<file path="src/rtl/fifo_flag_gen.sv">
// FIFO status stage: turns the wrapped pointer difference plus a direction state into registered flags, level and grants.
// Registered flags update on the same edge as the pointers; grants are combinational; errors are sticky until clr_err.
module fifo_flag_gen #(
    parameter int A_LENGTH  = 3,
    parameter int AF_THRESH = 6,
    parameter int AE_THRESH = 2
) (
    input  logic                clk,
    input  logic                reset,
    input  logic                wr_en,
    input  logic                rd_en,
    input  logic [A_LENGTH-1:0] ptr_diff,
    input  logic                clr_err,
    output logic                wr_allow,
    output logic                rd_allow,
    output logic                full,
    output logic                empty,
    output logic                almost_full,
    output logic                almost_empty,
    output logic [A_LENGTH:0]   fill_level,
    output logic                overflow,
    output logic                underflow,
    output logic                sync_err
);

    localparam int               DEPTH   = 1 << A_LENGTH;
    localparam logic [A_LENGTH:0] DEPTH_V = DEPTH[A_LENGTH:0];
    localparam logic [A_LENGTH:0] AF_V    = AF_THRESH[A_LENGTH:0];
    localparam logic [A_LENGTH:0] AE_V    = AE_THRESH[A_LENGTH:0];

    typedef enum logic [1:0] {S_EMPTY, S_NORM, S_FULL} state_t;

    state_t              state_q, state_d;
    logic [A_LENGTH:0]   fill_level_q, fill_level_d;
    logic                full_q, full_d;
    logic                empty_q, empty_d;
    logic                almost_full_q, almost_full_d;
    logic                almost_empty_q, almost_empty_d;
    logic                overflow_q, overflow_d;
    logic                underflow_q, underflow_d;
    logic                sync_err_q, sync_err_d;

    logic [A_LENGTH:0]   occ;
    logic [A_LENGTH:0]   nocc;
    logic                wa;
    logic                ra;
    logic                sync_evt;

    always_ff @(posedge clk) begin
        if (reset) begin
            state_q        <= S_EMPTY;
            fill_level_q   <= '0;
            full_q         <= 1'b0;
            empty_q        <= 1'b1;
            almost_full_q  <= 1'b0;
            almost_empty_q <= 1'b1;
            overflow_q     <= 1'b0;
            underflow_q    <= 1'b0;
            sync_err_q     <= 1'b0;
        end else begin
            state_q        <= state_d;
            fill_level_q   <= fill_level_d;
            full_q         <= full_d;
            empty_q        <= empty_d;
            almost_full_q  <= almost_full_d;
            almost_empty_q <= almost_empty_d;
            overflow_q     <= overflow_d;
            underflow_q    <= underflow_d;
            sync_err_q     <= sync_err_d;
        end
    end

    // A zero difference is ambiguous; the state register says whether it means full or empty.
    always_comb begin
        occ = '0;
        if (ptr_diff != '0) begin
            occ = {1'b0, ptr_diff};
        end else if (state_q == S_FULL) begin
            occ = DEPTH_V;
        end
        wa   = wr_en & wr_allow;
        ra   = rd_en & rd_allow;
        nocc = occ + {{A_LENGTH{1'b0}}, wa} - {{A_LENGTH{1'b0}}, ra};

        state_d = S_NORM;
        if (nocc == '0) begin
            state_d = S_EMPTY;
        end else if (nocc == DEPTH_V) begin
            state_d = S_FULL;
        end
    end

    always_comb begin
        wr_allow = ~full_q | rd_en;
        rd_allow = ~empty_q;

        fill_level_d   = nocc;
        full_d         = (nocc == DEPTH_V);
        empty_d        = (nocc == '0);
        almost_full_d  = (nocc >= AF_V);
        almost_empty_d = (nocc <= AE_V);

        sync_evt = (state_q == S_NORM) ? (ptr_diff != fill_level_q[A_LENGTH-1:0])
                                       : (ptr_diff != '0);
        // A new event on the same edge as clr_err keeps the flag set.
        overflow_d  = (wr_en & ~wr_allow) | (overflow_q  & ~clr_err);
        underflow_d = (rd_en & ~rd_allow) | (underflow_q & ~clr_err);
        sync_err_d  = sync_evt            | (sync_err_q  & ~clr_err);
    end

    assign full         = full_q;
    assign empty        = empty_q;
    assign almost_full  = almost_full_q;
    assign almost_empty = almost_empty_q;
    assign fill_level   = fill_level_q;
    assign overflow     = overflow_q;
    assign underflow    = underflow_q;
    assign sync_err     = sync_err_q;

endmodule
</file>
<file path="config.mk">
export PLATFORM = sky130hd
export DESIGN_NAME = fifo_flag_gen
export DESIGN_NICKNAME = d
export VERILOG_FILES = /design/src/rtl/fifo_flag_gen.sv
export SDC_FILE = /design/constraint.sdc
export NUM_CORES = 1
export LEC_CHECK = 0
export CAP_MARGIN = 20
export CORE_MARGIN = 2
export CORE_UTILIZATION = 38
export DETAILED_ROUTE_END_ITERATION = 6
export GPL_ROUTABILITY_DRIVEN = 0
export GPL_TIMING_DRIVEN = 0
export MAX_ROUTING_LAYER = met4
export PLACE_DENSITY = 0.72
export SLEW_MARGIN = 20
export SYNTH_ARGS = -nofsm -noshare
export SYNTH_HDL_FRONTEND = slang
export SYNTH_SLANG_ARGS = --single-unit
</file>
<file path="constraint.sdc">
create_clock -name clk -period 2.4 [get_ports clk]
set_input_delay 0.6 -clock clk [delete_from_list [all_inputs] [get_ports clk]]
set_output_delay 0.6 -clock clk [all_outputs]
set_load 0.02 [all_outputs]
</file>
==> results.sh <==
export IMPL_dr_pass1_iters=3
export IMPL_peakVddDrop_mv=0.444
export IMPL_synth_cells=63
export IMPL_synth_edf_count=0
export IMPL_maxSlewHeadroom=0.663
export IMPL_yosysMostFrequentCell="dfxtp_1"
export IMPL_die_w_um=44.2
export IMPL_drtAntennaViolNets=0
export IMPL_netlist_top_cells_count="dfxtp_1, inv_1, nor2_1, ha_1"
export IMPL_synth_area_leaders="dfxtp_1, ha_1, inv_1, nor2_1, xnor2_1"
export IMPL_hold_path_class="reg2reg"
export IMPL_num_vias=505
export IMPL_grt_pass1_vias=476
export IMPL_crit_slowest_cell="clkdlybuf4s50_1"
export IMPL_power_leakage_nw=0.390
export IMPL_portBuffers=20
export IMPL_status="completed"
export IMPL_maxCapViolCount=0
export IMPL_clk_insertion_delay_late_ps=270
export IMPL_p_seq_frac=0.437
export IMPL_fin_skew_ps=2.78
export IMPL_regArea_um2=260
export IMPL_fp_row_count=14
export IMPL_multiInputGateArea_um2=338
export IMPL_drc=0
export IMPL_antenna_found_initial=0
export IMPL_worst_pin_slew_ps=506
export IMPL_top_usage_layer="met2"
export IMPL_hold_worst_slack_ps=475
export IMPL_synth_simple_area_share=0.189
export IMPL_sw_frac_of_total=0.294
export IMPL_fill_cells=134
export IMPL_fin_util=0.604
export IMPL_tns_ps=0
export IMPL_grt_use_total=0.147
export IMPL_synth_fa_ha_area_frac=0.114
export IMPL_end_kind="register"
export IMPL_yosysSeqAreaShare=0.424
export IMPL_clock_root_buffer="clkbuf_4"
export IMPL_cp_num_buf_inv=3
export IMPL_avgSynthCellArea_um2=9.75
export IMPL_path_class="in2reg"
export IMPL_yosysWarnings=0
export IMPL_synthXorXnorAreaFrac=0.0835
export IMPL_synthMuxAreaShare=0
export IMPL_viasPerCell=4.76
export IMPL_grt_pass1_wl_um=1990
export IMPL_netlist_top_cell_by_area="dfxtp_1"
export IMPL_cts_tree="built"
export IMPL_crit_chain="clkdlybuf4s50_1 > clkbuf_1 > ha_2 > inv_2 > fa_2 > xor2_2 > and3b_2 > a21o_2"
export IMPL_ios=21
export IMPL_synth_compound_area_share=0.112
export IMPL_wirelength_um=1230
export IMPL_fin_crit_ps=2300
export IMPL_htree_num_levels=1
export IMPL_clock_path_buffers=2
export IMPL_area_delta_synth_final_pct=48.1
export IMPL_drtIter0Drc=1
export IMPL_final_nets=104
export IMPL_synth_async_sr_flop_share=0
export IMPL_die_y_um=44.2
export IMPL_finalCritPeriodShare=0.959
export IMPL_grt_use_met2=0.221
export IMPL_cts_buffers=3
export IMPL_p_comb_frac=0.331
export IMPL_wl_per_cell_um=11.6
export IMPL_yosysUniqueCellTypes=26
export IMPL_p_sw_w=0.000167
export IMPL_core_mm2=0.00151
export IMPL_slowest_delay_ps=570
export IMPL_crit_fanout=4
export IMPL_grt_max_degree=11
export IMPL_yosys_register_bits=13
export IMPL_drv_slew=0
export IMPL_rsz0062_at_grt="false"
export IMPL_start_util=0.408
export IMPL_ctsHoldBuffers=0
export IMPL_clock_sinks=13
export IMPL_required_ps=2570
export IMPL_overflow=0
export IMPL_clkTransAtPathRegs_ps=80
export IMPL_synth_main_ff_cell="dfxtp_1"
export IMPL_synth_fp_nets=76
export IMPL_path_delay_family="buffers and inverters"
export IMPL_dieArea_mm2=0.00195
export IMPL_synth_top_area_frac=0.424
export IMPL_drive_above_1_share=0.222
export IMPL_met1_usage=0.177
export IMPL_final_hold_violation_count=0
export IMPL_syn_cell_area_um2=614
export IMPL_crit_arrival_ps=2470
export IMPL_hpwl_um=876
export IMPL_cp_start_kind="input pin"
export IMPL_p_clk_frac=0.232
export IMPL_grt_use_met3=0.0735
export IMPL_setup_viol=0
export IMPL_power_density_mw_per_mm2=625
export IMPL_synth_top_family_by_area="simple AND/OR/NAND/NOR gates"
export IMPL_diodes=0
export IMPL_fmax_mhz=434
export IMPL_cellInternalPower_w=0.000401
## per-stage QoR
step | setup WS, ps | cells | total power (W) | instance area (µm²)
finish | 97.5 | 106 | 0.000569 | 910
global route | 4.38 | 106 | 0.000607 | 910
CTS | 30.8 | 105 | 0.000569 | 900
detailed placement | -619 | 99 | 0.000423 | 842
global placement | -621 | 99 | 0.000422 | 842
floorplan | 63.3 | 63 | 0.000353 | 622
## placed cells by master, fill, tap and decap left out, types with 2 or more instances in the layout
cell type / count
clkdlybuf4s50_1: 17
xnor2_1: 3
a21oi_1: 2
ha_1: 3
buf_4: 4
nand2_1: 2
nor3b_2: 2
inv_1: 7
clkbuf_1: 3
dfxtp_1: 13
nor2_1: 7
xor2_2: 2
clkbuf_4: 3
nor2b_1: 3
dlygate4sd2_1: 2
## cells by family after synthesis
| group | count (synthesis) |
|---|---|
| flip-flops | 13 |
| AND/OR/NAND/NOR | 20 |
| XOR/XNOR | 5 |
| adder cells (fa/ha/maj) | 5 |
| AO/OA/AOI/OAI | 9 |
| buffers and inverters | 11 |
## tightest hold or removal path: stages, from the launching register on
cell     delay, ps
dfxtp_1        320
nand2_1         60
a21oi_1         50
## power by group through the flow
stage	clock network, W	registers [W]	logic, W
after floorplan	0	0.000277	0.0000760
after global placement	0	0.000253	0.000169
after detailed placement	0	0.000254	0.000170
after CTS	0.000136	0.000249	0.000183
after global routing	0.000151	0.000251	0.000205
final	0.000132	0.000249	0.000188
## flip-flops by register name, indices dropped and copies added (netlist names)
| signal | count |
|---|---|
| sync_err | 1 |
| state_q | 2 |
| underflow | 1 |
| almost_full | 1 |
| overflow | 1 |
| almost_empty | 1 |
| empty | 1 |
| full | 1 |
| fill_level | 4 |
## layout make-up
| type | count | share of cell area |
|---|---|---|
| sequential | 13 | 0.286 |
| buffer | 2 | 0.00825 |
| tap | 16 | 0.0220 |
| inverter | 8 | 0.0330 |
| clock buffer | 4 | 0.0289 |
| timing repair buffer | 24 | 0.250 |
| multi-input combinational | 39 | 0.371 |
## per-layer routing
metal	wire length [µm]	part of all wire
met1	513	0.42
met2	651	0.53
met3	60	0.049
met4	0	0
met5	0	0
## final timing paths
check | start | end | slack, ps | cells past startpoint
worst min register to register | sync_err | sync_err | 480 | 2
worst max register to register | full | empty | 350 | 10
worst max-delay path | ptr_diff[0] | empty | 100 | 8
worst min-delay path | sync_err | sync_err | 480 | 2
## repair_timing
item | 4_1_cts | 5_1_grt
resized for setup | 10 | 1
pin swaps | 4 | 3
setup buffers | 2 | 2
endpoints found under the setup margin | 7 | 5
(Power assumes the default switching activity.)
